**config.mk**
```make
export PLATFORM = sky130hd
export DESIGN_NAME = alu_server
export DESIGN_NICKNAME = d
export VERILOG_FILES = /design/src/rtl/alu_server.sv
export SDC_FILE = /design/constraint.sdc
export NUM_CORES = 2
export LEC_CHECK = 0
export CORE_MARGIN = 2
export CORE_UTILIZATION = 30
export CTS_CLUSTER_SIZE = 24
export DETAILED_ROUTE_END_ITERATION = 10
export MAX_ROUTING_LAYER = met4
export PLACE_DENSITY = 0.55
export SLEW_MARGIN = 20
export SYNTH_ARGS = -nofsm -noshare
export SYNTH_HDL_FRONTEND = slang
export SYNTH_SLANG_ARGS = --single-unit
```
**constraint.sdc**
```tcl
create_clock -name clk -period 8.4 [get_ports clk]
set_input_delay 2.1 -clock clk [delete_from_list [all_inputs] [get_ports clk]]
set_output_delay 2.1 -clock clk [all_outputs]
set_load 0.01 [all_outputs]
```
**src/rtl/alu_server.sv**
```systemverilog
`default_nettype none

// ============================================================================
//  Module      : alu_server
//  Description : Round-robin shared saturating ADD/SUB/fixed-point-MUL unit
//                serving NCLI request/echo client ports.
//  Revision    : 1.0 - initial release
// ============================================================================

`ifndef PID_RES
`define PID_RES 32
`endif
`ifndef KEY_SIZE
`define KEY_SIZE 8
`endif
`ifndef OPCODE_SIZE
`define OPCODE_SIZE 2
`endif
`ifndef ADD
`define ADD 2'd0
`endif
`ifndef SUB
`define SUB 2'd1
`endif
`ifndef MUL
`define MUL 2'd2
`endif

module alu_server #(
    parameter int nbits = `PID_RES,
    parameter int NCLI  = 2,
    parameter int FRAC  = 16
) (
    input  logic                          clk,
    input  logic                          rst,
    input  logic [NCLI*`KEY_SIZE-1:0]     req_key_i,
    input  logic [NCLI*`OPCODE_SIZE-1:0]  req_op_i,
    input  logic [NCLI*nbits-1:0]         req_A_i,
    input  logic [NCLI*nbits-1:0]         req_B_i,
    output logic [NCLI*`KEY_SIZE-1:0]     rsp_key_o,
    output logic [NCLI*nbits-1:0]         rsp_O_o
);

    localparam int c_KS = `KEY_SIZE;
    localparam int c_OS = `OPCODE_SIZE;
    localparam int c_IW = (NCLI > 1) ? $clog2(NCLI) : 1;

    localparam logic [nbits-1:0] c_MAX = {1'b0, {(nbits-1){1'b1}}};
    localparam logic [nbits-1:0] c_MIN = {1'b1, {(nbits-1){1'b0}}};

    localparam logic [2:0] S_IDLE = 3'd0;
    localparam logic [2:0] S_EXEC = 3'd1;
    localparam logic [2:0] S_MUL1 = 3'd2;
    localparam logic [2:0] S_MUL2 = 3'd3;
    localparam logic [2:0] S_RESP = 3'd4;

    logic [2:0]                  r_state;
    logic [2:0]                  w_next;
    logic [c_IW-1:0]             r_start;
    logic [c_IW-1:0]             r_gnt;
    logic [c_KS-1:0]             r_key;
    logic [c_OS-1:0]             r_op;
    logic [nbits-1:0]            r_a;
    logic [nbits-1:0]            r_b;
    logic [nbits-1:0]            r_res;
    logic signed [2*nbits-1:0]   r_prod;
    logic [NCLI*c_KS-1:0]        r_rsp_key;
    logic [NCLI*nbits-1:0]       r_rsp_o;

    logic [NCLI-1:0]             w_pend;
    logic                        w_found;
    logic [c_IW-1:0]             w_sel;
    logic                        w_grant;
    logic                        w_do_exec;
    logic                        w_do_mul1;
    logic                        w_do_mul2;
    logic                        w_do_resp;

    // A port is pending while its tag is non-zero and not yet echoed back.
    generate
        for (genvar p = 0; p < NCLI; p++) begin : g_pend
            assign w_pend[p] = (req_key_i[p*c_KS +: c_KS] != '0) &&
                               (req_key_i[p*c_KS +: c_KS] != r_rsp_key[p*c_KS +: c_KS]);
        end
    endgenerate

    always_comb begin
        w_found = 1'b0;
        w_sel   = '0;
        for (int i = 0; i < NCLI; i++) begin
            int j;
            j = int'(r_start) + i;
            if (j >= NCLI) begin
                j = j - NCLI;
            end
            if (!w_found && w_pend[c_IW'(j)]) begin
                w_found = 1'b1;
                w_sel   = c_IW'(j);
            end
        end
    end

    // Add/subtract one bit wider than the operands so overflow is visible.
    logic [nbits:0]   w_sum;
    logic [nbits-1:0] w_alu;
    always_comb begin
        w_sum = '0;
        case (r_op)
            `ADD:    w_sum = {r_a[nbits-1], r_a} + {r_b[nbits-1], r_b};
            `SUB:    w_sum = {r_a[nbits-1], r_a} - {r_b[nbits-1], r_b};
            default: w_sum = '0;
        endcase
        if (w_sum[nbits] != w_sum[nbits-1]) begin
            w_alu = w_sum[nbits] ? c_MIN : c_MAX;
        end else begin
            w_alu = w_sum[nbits-1:0];
        end
    end

    logic signed [2*nbits-1:0] w_a_ext;
    logic signed [2*nbits-1:0] w_b_ext;
    logic signed [2*nbits-1:0] w_prod;
    logic signed [2*nbits-1:0] w_shr;
    logic [nbits:0]            w_hi;
    logic [nbits-1:0]          w_mul_sat;

    assign w_a_ext = {{nbits{r_a[nbits-1]}}, r_a};
    assign w_b_ext = {{nbits{r_b[nbits-1]}}, r_b};
    assign w_prod  = w_a_ext * w_b_ext;
    assign w_shr   = r_prod >>> FRAC;
    assign w_hi    = w_shr[2*nbits-1:nbits-1];

    // The shifted product fits only when its top nbits+1 bits are a pure sign run.
    always_comb begin
        if ((&w_hi) || !(|w_hi)) begin
            w_mul_sat = w_shr[nbits-1:0];
        end else begin
            w_mul_sat = w_shr[2*nbits-1] ? c_MIN : c_MAX;
        end
    end

    always_ff @(posedge clk) begin
        if (rst) begin
            r_state <= S_IDLE;
        end else begin
            r_state <= w_next;
        end
    end

    always_comb begin
        w_next = r_state;
        case (r_state)
            S_IDLE: begin
                if (w_found) begin
                    w_next = (req_op_i[w_sel*c_OS +: c_OS] == `MUL) ? S_MUL1 : S_EXEC;
                end
            end
            S_EXEC:  w_next = S_RESP;
            S_MUL1:  w_next = S_MUL2;
            S_MUL2:  w_next = S_RESP;
            S_RESP:  w_next = S_IDLE;
            default: w_next = S_IDLE;
        endcase
    end

    always_comb begin
        w_grant   = (r_state == S_IDLE) && w_found;
        w_do_exec = (r_state == S_EXEC);
        w_do_mul1 = (r_state == S_MUL1);
        w_do_mul2 = (r_state == S_MUL2);
        w_do_resp = (r_state == S_RESP);
    end

    always_ff @(posedge clk) begin
        if (rst) begin
            r_start   <= '0;
            r_gnt     <= '0;
            r_key     <= '0;
            r_op      <= '0;
            r_a       <= '0;
            r_b       <= '0;
            r_res     <= '0;
            r_prod    <= '0;
            r_rsp_key <= '0;
            r_rsp_o   <= '0;
        end else begin
            if (w_grant) begin
                r_gnt <= w_sel;
                r_key <= req_key_i[w_sel*c_KS +: c_KS];
                r_op  <= req_op_i[w_sel*c_OS +: c_OS];
                r_a   <= req_A_i[w_sel*nbits +: nbits];
                r_b   <= req_B_i[w_sel*nbits +: nbits];
            end
            if (w_do_exec) begin
                r_res <= w_alu;
            end
            if (w_do_mul1) begin
                r_prod <= w_prod;
            end
            if (w_do_mul2) begin
                r_res <= w_mul_sat;
            end
            if (w_do_resp) begin
                r_rsp_key[r_gnt*c_KS +: c_KS] <= r_key;
                r_rsp_o[r_gnt*nbits +: nbits] <= r_res;
                r_start <= (r_gnt == c_IW'(NCLI-1)) ? '0 : r_gnt + c_IW'(1);
            end
        end
    end

    assign rsp_key_o = r_rsp_key;
    assign rsp_O_o   = r_rsp_o;

endmodule

`default_nettype wire
```
* Word-level counts from Yosys, hierarchy flattened
Index checks and enable logic that the tools add are counted.
** Word-level totals
- Logic and storage cells :: 77
- Output and inout bits :: 80
- Latch bits :: 0
- RAM bits :: 0
- Bits of input ports :: 150
- Memories :: 0
- ROM bits :: 0
- Register bits :: 255
** Cells by class
- Bitwise logic cells :: 0
- Add/sub/neg operators :: 8
- Magnitude comparators :: 4
- Reductions and logical operators :: 13
- Mux-type cells :: 23
- Divide/modulo/power cells :: 0
- Multipliers :: 1
- Equality and inequality tests :: 9
- Shift-type cells :: 8
** Operators by type and width (count)
- $mux 32 :: 6
- $shiftx 64x7->32 :: 2
- $pmux 33 s2 :: 1
- $bwmux 64 :: 1
- $mul 32x32->64 :: 1
- $shift 32x34->64 const A :: 1
- $shiftx 32x34->64 :: 1
- $neg 4->34 :: 1
- $neg 6->34 :: 1
- $shift 8x34->16 const A :: 1
- $shiftx 8x34->16 :: 1
- $add 32x32->33 :: 1
- $sub 32x32->33 :: 1
- $reduce_and 17->1 :: 1
- $reduce_or 17->1 :: 1
- $bwmux 16 :: 1
- $shiftx 16x5->8 :: 1
- $mux 1 :: 11
- $pmux 3 s3 :: 1
- $ne 8x8->1 :: 1
- $reduce_bool 8->1 :: 1
- $eq 3x2->1 const B :: 2
- $lt 1x3->1 const B :: 2
- $shiftx 4x3->2 :: 1
- 20 further kinds :: 24

* Logic depth before layout (Yosys ltp)
- Depth in word-level cells :: 14
- Mapped depth :: 29
- Mapped depth without buffers :: 26

* Worst setup path after synthesis
No wires, ideal clock.
- Path kind :: flip-flop to flip-flop
- From :: register r_b[2]
- To :: register r_prod[58]
- Clock period less this slack :: 7904 ps
- Cell stages (with the launch flop) :: 28
- Library setup time :: 62 ps
- Setup slack :: 496 ps
- Required time :: 8338 ps
- Data arrival time :: 7842 ps
- Buffers on the path :: 3
- Cells stage by stage :: dfxtp_1 > clkbuf_1 > buf_1 > nand2_1 > inv_1 > fa_1 > fa_1 > fa_1 > fa_1 > inv_1 > fa_1 > inv_1 > fa_1 > inv_1 > fa_1 > fa_1 > inv_1 > ha_1 > clkbuf_1 > o21ai_0 > a21oi_1 > o21ai_0 > a21boi_0 > o31ai_1 > a41oi_1 > a21oi_1 > or4_1 > nand3_1
** Between the ends
- Longest elaborated chain between the ends :: 1
** RTL lines
- start: declaration :: line 64 : logic [nbits-1:0] r_b;
- start signal: assignment :: line 192 : r_b <= req_B_i[w_sel*nbits +: nbits];
- $mul 32x32->64 :: line 129 : assign w_prod = w_a_ext * w_b_ext;
- end signal: assignment :: line 198 : r_prod <= w_prod;
- end: declaration :: line 66 : logic signed [2*nbits-1:0] r_prod;
Every way passes these cells.
A chain may end at the register's enable or synchronous reset.

* Worst setup path after layout
- From :: register r_b[7]
- To :: register r_prod[49]
Same word-level chain as after synthesis.

==> results <==
- On the final layout, the worst hold slack is 0.453 ns.
- The worst slack at placement is 0.129 ns.
- The post-placement cell count is 7,641.
- The portion of the clock cycle consumed by the worst path in the final layout is 95.6%.
- Data on the critical path is required at its endpoint by 8.93 ns.
- For this run, design rule violations remaining after detail routing come to 0.
- The number of non-filler instances in the completed layout is 7,696.
- The wire-length estimate of the detail-placed layout is 124 mm.
- The tree built by TritonCTS fans out to 239 sinks.
- The worst pin sits at a relative slew slack of 25.9%.
- The count of maximum capacitance violations is 0.
- The via count is 37,800.
- The type of the setup path with the least slack is flip-flop to flip-flop.
- The core footprint is 0.158 sq mm.
- The die covers 0.163 sq mm.
- The share of post-route cells with drive strength above 1 is 5.75%.
- Routability-driven placement finished with a final weighted congestion of 0.912.
- The count of endpoints failing hold in the final timing report is 0.
- The endpoint type of the worst setup path is a flip-flop.
- The clock skew after layout is 0.0198 ns.
- Counting every net in the synthesized netlist gives 6,895.
- Of the total synthesized cell area, the portion taken by full adders, half adders and majority gates is 50.8%.
- Port buffering added 229 buffers.
- Counting flops with a built-in enable in the synthesized netlist gives 0.
- Entering global routing, the biggest net connects 83 pins.
- The number of global-route vias before repair came to 40,500.
- After synthesis, the mean cell area works out to 8.78 sq um.
- The detailed-router iteration count before antenna repair is 5.
- The first routing iteration left 2,258 violations.
- The number of standard cells after synthesis is 5,450.
- The insertion delay to the later sink of the worst-skew pair is 0.61 ns.
- Post-CTS repair changed the size of 0 cells.
- The category of the worst setup path launch point is a flip-flop.
- The global-route wire length before repair is 240 mm.
- Compared with the post-synthesis result, the final layout area differs by 14.0%.
- Fill cells in the final layout number 16,400.
- The maximum single-stage delay on the critical path is 0.61 ns.
- At the pin with the least slew margin, the transition time is 1.11 ns.
- The most numerous cell type found on the critical path is fa_1.
- Along the worst path, the maximum fanout reaches 17.
- The initial antenna violation count is 4.
- The flow ran to the end, and the final reports show no timing, DRC or antenna violations.
- Among cell families on the critical path, the largest total delay comes from adder cells.
- In the final timing run, aggregate negative setup slack is 0 ns.
- The cell with the largest stage delay on the worst path is dfxtp_2.
- After clock tree synthesis, the clock-pin slew on the worst setup and hold paths is 0.07 ns.
- Counting flops with an async set or reset pin after synthesis yields a share of 0%.
- The sequential fraction of the synthesis area is 10.0%.
- The post-route worst setup slack is 0.368 ns.
- Setup violations remaining at the end of the flow were counted as 0.
- The TritonCTS clock tree is done.
- The die is 403 um tall.
- In the global route stage, overall resource usage came out at 19.5%.
- The cell area that synthesis handed to floorplanning was 0.0478 sq mm.
- The type of the worst min-delay path is flip-flop to flip-flop.
- The parity-gate share of the synthesized area counting xor and xnor cells is 2.14%.
- The total CTS buffers is 29.
- The number of buffer and inverter instances along the worst setup path is 7.
- The total of flip-flops plus latches after synthesis is 239.
- In this run the count of I/O pins placed on the die edge is 230.
- In this run the number of H-tree levels came out at 1.
- The via density per instance is 4.91.
- After synthesis, the largest family of logic cells by area is adder cells.
- In this run the core area contains 146 standard-cell rows.
- The number of warnings issued by yosys is 0.
- The area taken by flip-flops and latches is 0.00481 sq mm.
- Setup repair after global routing left no endpoint under its margin.
- The die is 403 um wide.
- The root cell of the clock tree is clkbuf_16.
- The compound-cell area share of the yosys netlist is 8.22%.
- The minimum period implied by the final worst setup slack is 8.03 ns.
- Dividing the detail-routed wire length by the instance count gives 19.8 um.
- In the final layout, the multi-input gates occupy 0.0381 sq mm.
- Wires add up to 152 mm.
- The distinct cell type count after synthesis is 69.
- The maximum root-to-sink buffer count is 3.
- The simple-gate area share of the yosys netlist is 18.2%.
- The number of max-slew violations in the final report was 0.
- The number of hold buffers added after CTS was 0.
- The dominant synthesized flop cell is dfxtp_1.
- The arrival time at the worst endpoint is 8.56 ns.
- Buffers added to address setup during post-CTS repair amount to 0.
- The upper clock frequency limit is 125 MHz.
- The net count of the finished layout is 7,046.
- Once the floorplan was initialized, standard cells occupied 30.2% of the core.
- Global routing finished with a remaining overflow of 0.
- The multiplexer fraction of the synthesized cell area is 0.126%.
- The count of nets left with antenna violations once routing finished came out at 0.
## flip-flops by register name, indices dropped and copies added (netlist names), 3 cells and up
signal	flops
r_prod	48
r_res	32
r_state	3
rsp_key_o	16
r_a	32
rsp_O_o	64
r_key	8
r_b	32
## layer usage
| layer | global-route usage (%) | up-vias | routed length (um) | share of wire (%) |
|---|---|---|---|---|
| met4 | 4.19 | 0 | 4170 | 2.7 |
| met5 | - | - | 0 | 0 |
| met1 | 25.0 | 19800 | 64200 | 42 |
| li1 | - | 16800 | - | - |
| met2 | 34.0 | 1000 | 77300 | 51 |
| met3 | 1.28 | 186 | 6720 | 4.4 |
## path summary, 6_finish.rpt
| check | slack (ns) | endpoint | cells past startpoint | from |
|---|---|---|---|---|
| setup / recovery | 0.37 | r_prod[49] | 26 | r_b[7] |
| hold / removal | 0.45 | rsp_O_o[39] | 2 | rsp_O_o[39] |
| setup reg to reg | 0.37 | r_prod[49] | 26 | r_b[7] |
| hold reg to reg | 0.45 | rsp_O_o[39] | 2 | rsp_O_o[39] |
## synthesized netlist by cell type (10+ instances only)
master	number	area (sq um)
a211oi_1	21	158
a21o_1	67	503
a21oi_1	213	1070
a31oi_1	33	206
and2_1	515	3220
and3_1	16	100
buf_1	17	63.8
clkbuf_1	316	1190
dfxtp_1	239	4780
fa_1	1082	21700
ha_1	213	2670
inv_1	993	3730
nand2_1	811	3040
nand2b_1	34	213
nand3_1	44	220
nand4_1	28	175
nor2_1	225	845
nor3_1	100	500
nor4_1	13	81.3
o211ai_1	21	158
o21a_1	11	82.6
o21ai_0	136	681
o21ai_1	11	55.1
o21bai_1	10	75.1
o221ai_1	16	140
o22ai_1	19	119
o31ai_1	13	97.6
or3_1	10	62.6
xnor2_1	72	631
xor2_1	42	368
## placed cells by master, fill, tap and decap left out, types with 136 or more instances in the layout
cell type / instances
nand2_1: 809
and2_1: 514
fa_1: 1082
ha_1: 213
o21ai_0: 136
inv_1: 992
buf_4: 202
a21oi_1: 213
dfxtp_1: 217
clkdlybuf4s50_1: 228
nor2_1: 224
## area by class of cell
cell class              instances  share of cell area (%)
clock inverters                12                   0.211
clock buffers                  39                    1.51
repair buffers                460                    8.03
flip-flops and latches        239                    8.82
inverters                     995                    6.85
multi-input cells            3876                    69.8
well taps                    2072                    4.75
diodes                          3                  0.0138
## worst min-delay path: stages, from the launching register on
cell and delay (ns):
dfxtp_1 0.31, nand2_1 0.05, a21oi_1 0.05
## stage by stage
stage	cell area (sq um)	utilization (%)
CTS	54500	34.4
finish	54500	34.4
detailed placement	53500	33.8
floorplan	47800	-
global placement	53500	33.8
global route	54500	34.4
## kinds of logic (layout without fill, tap and decap cells)
| kind of cell | after synthesis | after routing |
|---|---|---|
| AOI/OAI and AO/OA | 634 | 634 |
| xor gates and xnor gates | 115 | 115 |
| adders and majority gates | 1295 | 1295 |
| buffers and inverters | 1335 | 1506 |
| DFF | 239 | 239 |
| muxes | 6 | 6 |
| other | 0 | 3 |
| and+or+nand+nor | 1826 | 1826 |
Power is left out: the tool's default activity adds up to more than one toggle a clock period on the data nets, which glitch-free logic cannot reach.
